## config.mk

```make
export PLATFORM = sky130hd
export DESIGN_NAME = ps2_rx_frame
export DESIGN_NICKNAME = d
export VERILOG_FILES = /design/src/rtl/ps2_rx_frame.sv
export SDC_FILE = /design/constraint.sdc
export NUM_CORES = 1
export LEC_CHECK = 0
export CORE_MARGIN = 4
export CORE_UTILIZATION = 39
export DETAILED_ROUTE_END_ITERATION = 8
export PLACE_DENSITY = 0.66
export SLEW_MARGIN = 20
export SYNTH_ARGS = -nofsm -noshare
export SYNTH_HDL_FRONTEND = slang
export SYNTH_SLANG_ARGS = --single-unit
```

## constraint.sdc

```tcl
create_clock -name clk_25MHz -period 2.55 [get_ports clk_25MHz]
set_input_delay 0.51 -clock clk_25MHz [delete_from_list [all_inputs] [get_ports clk_25MHz]]
set_output_delay 0.51 -clock clk_25MHz [all_outputs]
set_load 0.005 [all_outputs]
```

## src/rtl/ps2_rx_frame.sv

```systemverilog
// ----------------------------------------------------------------------------
// ps2_rx_frame
//   Device-to-host PS/2 frame receiver. Synchronises both PS/2 pins, glitch
//   filters the PS/2 clock, shifts one bit per filtered falling edge, and
//   hands each completed 11-bit frame to the mouse control FSM together with
//   a one-cycle data_flag strobe and a frame error flag. Frames that stall
//   for more than TIMEOUT_CYCLES between falling edges are silently dropped.
//
// Ports
//   clk_25MHz  in   1   system clock
//   reset      in   1   synchronous, active-high reset
//   ps2_clk    in   1   raw PS/2 clock pin (asynchronous)
//   ps2_data   in   1   raw PS/2 data pin (asynchronous)
//   inhibit    in   1   host transmitter owns the bus; receiver held idle
//   rx_data    out  11  last frame: [0]=start [8:1]=data LSB..MSB [9]=parity [10]=stop
//   data_flag  out  1   one-cycle strobe: rx_data and err updated this cycle
//   err        out  1   error flag for the current rx_data, held until next frame
//   busy       out  1   frame reception in progress
// ----------------------------------------------------------------------------
module ps2_rx_frame #(
    parameter int SYNC_STAGES    = 2,
    parameter int FILTER_LEN     = 4,
    parameter int TIMEOUT_CYCLES = 5000
) (
    input  logic        clk_25MHz,
    input  logic        reset,
    input  logic        ps2_clk,
    input  logic        ps2_data,
    input  logic        inhibit,
    output logic [10:0] rx_data,
    output logic        data_flag,
    output logic        err,
    output logic        busy
);

    localparam int FILT_W = $clog2(FILTER_LEN + 1);
    localparam int TO_W   = $clog2(TIMEOUT_CYCLES + 1);
    localparam logic [FILT_W-1:0] FILT_LAST = FILT_W'(FILTER_LEN - 1);
    localparam logic [TO_W-1:0]   TO_LAST   = TO_W'(TIMEOUT_CYCLES);

    typedef enum logic [1:0] {
        ST_IDLE    = 2'd0,
        ST_RECEIVE = 2'd1,
        ST_DONE    = 2'd2
    } state_t;

    // Odd parity holds when data plus parity bit contain an odd number of ones.
    function automatic logic odd_parity_ok(input logic [8:0] data_par);
        return ^data_par;
    endfunction

    // A frame is bad on parity failure, a low stop bit, or a high start bit.
    function automatic logic frame_error(input logic [10:0] frame);
        return ~odd_parity_ok(frame[9:1]) | ~frame[10] | frame[0];
    endfunction

    logic [SYNC_STAGES-1:0] clk_sync_r;
    logic [SYNC_STAGES-1:0] data_sync_r;
    logic                   filt_clk_r;
    logic                   filt_prev_r;
    logic [FILT_W-1:0]      filt_cnt_r;
    logic [TO_W-1:0]        to_cnt_r;
    logic [3:0]             count_r;
    logic [10:0]            shift_r;
    logic [10:0]            rx_data_r;
    logic                   data_flag_r;
    logic                   err_r;
    logic                   busy_r;
    state_t                 state_r;

    logic clk_synced_s;
    logic data_bit_s;
    logic fall_s;

    assign clk_synced_s = clk_sync_r[SYNC_STAGES-1];
    assign data_bit_s   = data_sync_r[SYNC_STAGES-1];
    // A fall is seen in the cycle after the filtered clock has dropped to 0.
    assign fall_s       = filt_prev_r & ~filt_clk_r;

    assign rx_data   = rx_data_r;
    assign data_flag = data_flag_r;
    assign err       = err_r;
    assign busy      = busy_r;

    // Metastability synchronisers for both PS/2 pins; idle bus reads as 1.
    always_ff @(posedge clk_25MHz) begin
        if (reset) begin
            clk_sync_r  <= {SYNC_STAGES{1'b1}};
            data_sync_r <= {SYNC_STAGES{1'b1}};
        end else begin
            clk_sync_r  <= {clk_sync_r[SYNC_STAGES-2:0], ps2_clk};
            data_sync_r <= {data_sync_r[SYNC_STAGES-2:0], ps2_data};
        end
    end

    // Glitch filter: the filtered clock follows the synced clock only after
    // FILTER_LEN consecutive samples that disagree with the current value.
    always_ff @(posedge clk_25MHz) begin
        if (reset) begin
            filt_clk_r  <= 1'b1;
            filt_prev_r <= 1'b1;
            filt_cnt_r  <= '0;
        end else begin
            filt_prev_r <= filt_clk_r;
            if (clk_synced_s == filt_clk_r) begin
                filt_cnt_r <= '0;
            end else if (filt_cnt_r == FILT_LAST) begin
                filt_clk_r <= clk_synced_s;
                filt_cnt_r <= '0;
            end else begin
                filt_cnt_r <= filt_cnt_r + FILT_W'(1);
            end
        end
    end

    // Frame FSM: start detection, bit shifting, timeout abort and hand-over.
    always_ff @(posedge clk_25MHz) begin
        if (reset) begin
            state_r     <= ST_IDLE;
            count_r     <= 4'd0;
            to_cnt_r    <= '0;
            shift_r     <= 11'd0;
            rx_data_r   <= 11'd0;
            data_flag_r <= 1'b0;
            err_r       <= 1'b0;
            busy_r      <= 1'b0;
        end else if (inhibit) begin
            // Host owns the bus: drop any partial frame, keep the last word.
            state_r     <= ST_IDLE;
            count_r     <= 4'd0;
            to_cnt_r    <= '0;
            data_flag_r <= 1'b0;
            busy_r      <= 1'b0;
        end else begin
            data_flag_r <= 1'b0;
            case (state_r)
                ST_IDLE: begin
                    to_cnt_r <= '0;
                    // A sampled 1 on a fall is a false start and is ignored.
                    if (fall_s && !data_bit_s) begin
                        shift_r <= {data_bit_s, shift_r[10:1]};
                        count_r <= 4'd1;
                        busy_r  <= 1'b1;
                        state_r <= ST_RECEIVE;
                    end else begin
                        count_r <= 4'd0;
                        busy_r  <= 1'b0;
                    end
                end
                ST_RECEIVE: begin
                    busy_r <= 1'b1;
                    // A fall takes priority over an expiring timeout.
                    if (fall_s) begin
                        shift_r  <= {data_bit_s, shift_r[10:1]};
                        to_cnt_r <= '0;
                        if (count_r == 4'd10) begin
                            count_r <= 4'd0;
                            state_r <= ST_DONE;
                        end else begin
                            count_r <= count_r + 4'd1;
                        end
                    end else if (to_cnt_r == TO_LAST) begin
                        state_r  <= ST_IDLE;
                        count_r  <= 4'd0;
                        to_cnt_r <= '0;
                        busy_r   <= 1'b0;
                    end else begin
                        to_cnt_r <= to_cnt_r + TO_W'(1);
                    end
                end
                ST_DONE: begin
                    rx_data_r   <= shift_r;
                    data_flag_r <= 1'b1;
                    err_r       <= frame_error(shift_r);
                    // busy stays high through the data_flag cycle.
                    busy_r      <= 1'b1;
                    count_r     <= 4'd0;
                    to_cnt_r    <= '0;
                    state_r     <= ST_IDLE;
                end
                default: begin
                    state_r  <= ST_IDLE;
                    count_r  <= 4'd0;
                    to_cnt_r <= '0;
                    busy_r   <= 1'b0;
                end
            endcase
        end
    end

endmodule

```

==> After elaboration in Yosys (flattened, before gate mapping) <==
Cells that the tools add are included.
W data, S select, Z words.
{ "totals": {"register_bits": 53, "output_inout_bits": 14, "inputBits": 5, "wordCells": 65} }
{ "op_classes": {"n_addsub": 3, "bitwise": 9, "reduce_logical": 12, "muxes": 18, "n_eq_ne": 10} }
{ "ops": {"columns": ["cell", "count"], "rows": [
  ["$mux W11", 2],
  ["$pmux W11 S2", 1],
  ["$add A13 B1 Y13 const B", 1],
  ["$eq A13 B13 Y1 const B", 1],
  ["$mux W4", 3],
  ["$reduce_xor A9 Y1", 1],
  ["$mux W2", 4],
  ["$pmux W4 S2", 1],
  ["$ne A3 B3 Y1 const B", 2],
  ["$not A1 Y1", 6],
  ["$mux W1", 5],
  ["$reduce_or A5 Y1", 1],
  ["$add A4 B1 Y4 const B", 1],
  ["$eq A4 B4 Y1 const B", 1],
  ["$ne A2 B2 Y1 const B", 2],
  ["$pmux W2 S2", 1],
  ["$reduce_and A2 Y1", 2],
  ["$reduce_and A4 Y1", 1],
  ["$add A3 B1 Y3 const B", 1],
  ["$eq A3 B2 Y1 const B", 1],
  ["$pmux W1 S3", 1],
  ["$reduce_and A3 Y1", 1],
  ["$reduce_or A3 Y1", 1],
  ["$eq A2 B1 Y1 const B", 1],
  ["9 further kinds", 10]
]} }

==> Logic depth before layout (Yosys ltp) <==
{ "logic_depth": {"depth_word": 5, "depth_mapped": 7} }

==> Worst setup path before layout <==
Ideal clock, no wire load.
{ "synth_path": {"path_type": "reg-to-reg", "from": "reg count_r[0]", "to": "reg count_r[3]", "path_buffers": 0, "stages_incl_launch_ff": 6, "setup_ps": 91, "arrival_ps": 1367, "t_required_ps": 2459, "setup_slack_ps": 1092, "period_less_slack_ps": 1458, "path_cell_list": "dfxtp_1 > inv_1 > ha_1 > a311oi_4 > a41oi_1 > a311oi_1"} }
{ "synth_via": {"elab_chain_cells": 4, "word_cells_on_any_way": 5, "cone_classes": "add/sub: 1; eq/ne: 1; mux: 3"} }
{ "synth_rtl": {"columns": ["element", "line", "source"], "rows": [
  ["from (decl)", "63", "logic [3:0] count_r;"],
  ["from (signal assigned)", "160", "count_r <= count_r + 4'd1;"],
  ["$add A4 B1 Y4 or $eq A4 B4 Y1 (tied branches)", "160, 156", null],
  ["$mux W4 *", "156", "if (count_r == 4'd10) begin"],
  ["$mux W4 *", "153", "if (fall_s) begin"],
  ["$pmux W4 S2 *", "136", "case (state_r)"]
]} }
Every way passes the cells marked *; elsewhere a longest branch is shown, timed or not.
A chain may end at the register's enable or synchronous reset.

==> Worst setup path in the final report <==
{ "layout_path": {"from": "reg to_cnt_r[0]", "to": "reg count_r[1]"} }
{ "layout_via": {"elab_chain_cells": 2} }
{ "layout_rtl": {"columns": ["element", "line", "source"], "rows": [
  ["from (decl)", "62", "logic [TO_W-1:0] to_cnt_r;"],
  ["from (signal assigned)", "168", "to_cnt_r <= to_cnt_r + TO_W'(1);"],
  ["$eq A13 B13 Y1", "162", "end else if (to_cnt_r == TO_LAST) begin"],
  ["$ne A3 B3 Y1 (no source line)", null, null]
]} }
Every way passes these cells.

==> flow_metrics.py <==
metrics = {
    "outcome": {
        "status": "completed",
    },
    "final_layout": {
        "drive_gt1_share_pct": 9.06,
        "antenna_cells_inserted": 0,
        "post_layout_nonfiller_instances": 326,
        "final_standard_cell_utilization_of_the_core_pct": 46.3,
        "nets": 264,
        "layout_common_cells": "sky130_fd_sc_hd__dfxtp_1, sky130_fd_sc_hd__nor2_1, sky130_fd_sc_hd__nand2_1",
        "final_area_sq_mm": 0.00255,
        "synthToLayoutAreaGrowth_pct": 15.6,
        "layout_commonest_cell": "sky130_fd_sc_hd__dfxtp_1",
    },
    "logic_synthesis": {
        "synthArstFlopShare_pct": 0,
        "biggest_area_consumer_among_synthesized_cells": "sky130_fd_sc_hd__dfxtp_1",
        "synth_warnings": 0,
        "synth.ff_latch_count": 53,
        "synthFlopType": "sky130_fd_sc_hd__dfxtp_1",
        "sequential_cell_area_fraction_in_the_yosys_report_pct": 48.1,
        "netlist.area_leader.share_pct": 48.1,
        "syn-cell-area_sq_mm": 0.00220,
        "synthesis.nets": 245,
        "netlist_instances": 234,
        "syn-mean-instance-area_sq_um": 9.42,
        "post_synth_num_cell_types": 42,
        "synth_top_cells_by_area": "sky130_fd_sc_hd__dfxtp_1, sky130_fd_sc_hd__xnor2_1, sky130_fd_sc_hd__nor2_1",
        "synth-edff-count": 0,
    },
    "power_and_ir_drop": {
        "p_switching_mw": 0.287,
        "power_per_cell_area_mw_per_mm2": 531,
        "p_int_mw": 1.07,
        "worst_ir_drop_vdd_mv": 0.293,
        "switching_share_of_power_pct": 21.2,
        "power_share_of_the_combinational_group_pct": 1.6,
        "cellLeakagePower_nw": 0.818,
        "power.sequential.fraction_pct": 61.5,
        "total_power_mw": 1.35,
        "pwr-share-clk_pct": 36.9,
    },
    "clocking": {
        "worst_skew_pair.late_latency_ns": 0.30,
        "number_of_cts_inserted_buffers": 5,
        "clockRootBuffer": "sky130_fd_sc_hd__clkbuf_8",
        "clock_path_buffers": 2,
        "clock-sinks": 53,
        "post_cts_resize_count": 0,
        "htree_levels": 2,
        "postCtsSetupBuffers": 0,
        "holdBufCountCts": 0,
        "cts_tree": "done",
        "clk_pin_slew_ns": 0.10,
    },
    "grt": {
        "pin_count_of_the_biggest_net_entering_global_routing": 32,
        "first_global_vias": 1495,
        "grt_use_total_pct": 11.6,
        "overflow": 0,
        "number_of_antenna_violations_at_the_first_check_in_global_routing": 0,
        "first_pass_grt_wire_length_microns": 6610,
    },
    "placed_design": {
        "placed_cells_incl_taps": 318,
        "pre_cts_ws_ns": 0.448,
        "placement.cell_area_sq_mm": 0.00245,
        "port-buffer-count": 18,
        "dp_hpwl_microns": 2560,
        "finalWeightedCongestion": 0.773,
    },
    "timing": {
        "setup_slack_ns": 0.776,
        "setup_viol": 0,
        "max-slew-margin-rel_pct": 68.0,
        "report.final.hold_viol_count": 0,
        "rsz_0062_raised_after_global_routing": "false",
        "max_freq_ghz": 0.564,
        "timing.final.crit_share_pct": 69.6,
        "report.final.slew_viol_count": 0,
        "timing.hold.ws_ns": 0.415,
        "final.min_clock_period_ns": 1.77,
        "setup-tns-final_ns": 0,
        "finalClockSkew_ns": 0.00782,
        "tightestPinTransition_ns": 0.473,
    },
    "setup_path": {
        "crit_arrival_ns": 1.95,
        "crit_type": "reg -> reg",
        "critical_path.endpoint_type": "flop",
        "cp_data_required_time_ns": 2.72,
        "cp_max_fo": 13,
        "critPathLaunchType": "flop",
        "rr_worst_depth": 6,
    },
    "route": {
        "route.vias.total": 1568,
        "final_antenna_net_count": 0,
        "vias_per_cell": 4.81,
        "routed_wirelength_microns": 3650,
        "drt_first_iter_violations": 35,
        "drt-wirelength-per-cell_microns": 11.2,
        "firstDrtPassIters": 4,
        "drc": 0,
    },
    "floorplanning": {
        "fp.dieH_microns": 83.2,
        "die_area_sq_mm": 0.00692,
        "core_region_area_sq_mm": 0.00551,
        "floorplan.die.width_microns": 83.2,
        "boundaryPins": 19,
        "placementRows": 27,
        "initial_utilization_pct": 40.0,
    },
    "run": {
        "cap_viol_max_count": 0,
    },
    "min_path": {
        "holdCritPathClass": "reg -> reg",
        "hold-path-cell-count": 1,
    },
}
-- cell families after synthesis --
group | synth area share, %
XOR/XNOR | 8.17
flip-flops | 48.1
AO/OA/AOI/OAI | 9.31
buffers and inverters | 4.14
adder cells (fa/ha/maj) | 3.41
AND/OR/NAND/NOR | 21.4
multiplexers | 5.45
-- routing by layer --
layer	vias to the layer above	routed length, microns	track usage [%]	part of all wire [%]
li1	822	-	-	-
met1	726	1740	14.5	48
met2	15	1720	18.5	47
met3	5	119	3.17	3.3
met4	0	65	5.35	1.8
met5	-	0	0	0
-- sequential cells by signal, indices dropped and copies added, names as in the netlist --
name,flops
busy,1
rx_data,11
data_sync_r,2
filt_cnt_r,3
filt_clk_r,1
state_r,2
clk_sync_r,2
err,1
to_cnt_r,13
shift_r,11
filt_prev_r,1
count_r,4
data_flag,1
-- cells in the mapped netlist (2+ instances only) --
library cell	n
sky130_fd_sc_hd__nor2_1	34
sky130_fd_sc_hd__clkbuf_1	5
sky130_fd_sc_hd__nor2b_1	4
sky130_fd_sc_hd__xor2_1	3
sky130_fd_sc_hd__a21oi_1	13
sky130_fd_sc_hd__nand2_1	28
sky130_fd_sc_hd__a311oi_1	3
sky130_fd_sc_hd__nand2b_4	2
sky130_fd_sc_hd__nand3_1	7
sky130_fd_sc_hd__dfxtp_1	53
sky130_fd_sc_hd__nor4_1	4
sky130_fd_sc_hd__mux2i_1	12
sky130_fd_sc_hd__or2_2	5
sky130_fd_sc_hd__nor3_1	3
sky130_fd_sc_hd__inv_1	12
sky130_fd_sc_hd__ha_1	6
sky130_fd_sc_hd__xnor2_1	15
-- power by group through the flow --
| stage | sequential, mW | combinational [mW] | clock (mW) |
|---|---|---|---|
| floorplan | 0.851 | 0.0121 | 0 |
| global placement | 0.852 | 0.0221 | 0 |
| detailed placement | 0.852 | 0.0223 | 0 |
| CTS | 0.832 | 0.0224 | 0.530 |
| global route | 0.833 | 0.0245 | 0.573 |
| finish | 0.832 | 0.0219 | 0.499 |
-- critical path, cell delays in order (launching register included) --
cell and delay, ns:
sky130_fd_sc_hd__dfxtp_1 0.36, sky130_fd_sc_hd__inv_1 0.07, sky130_fd_sc_hd__ha_1 0.13, sky130_fd_sc_hd__nor4bb_1 0.34, sky130_fd_sc_hd__nand3_1 0.22, sky130_fd_sc_hd__nand2_1 0.38, sky130_fd_sc_hd__o32ai_1 0.15
-- path summary, 6_finish.rpt --
| path | end | slack, ns | start |
|---|---|---|---|
| setup / recovery | count_r[1] | 0.78 | to_cnt_r[0] |
| hold / removal | clk_sync_r[1] | 0.42 | clk_sync_r[0] |
| setup reg to reg | count_r[1] | 0.78 | to_cnt_r[0] |
| hold reg to reg | clk_sync_r[1] | 0.42 | clk_sync_r[0] |
-- cell type report --
| cell class | count | area (sq um) |
|---|---|---|
| flip-flops and latches | 53 | 1060 |
| clock inverters | 2 | 17.5 |
| fillers | 566 | 2960 |
| inverters | 13 | 48.8 |
| clock buffers | 6 | 82.6 |
| repair buffers | 20 | 195 |
| well taps | 72 | 90.1 |
| multi-input cells | 160 | 1050 |
(Power assumes the default switching activity.)
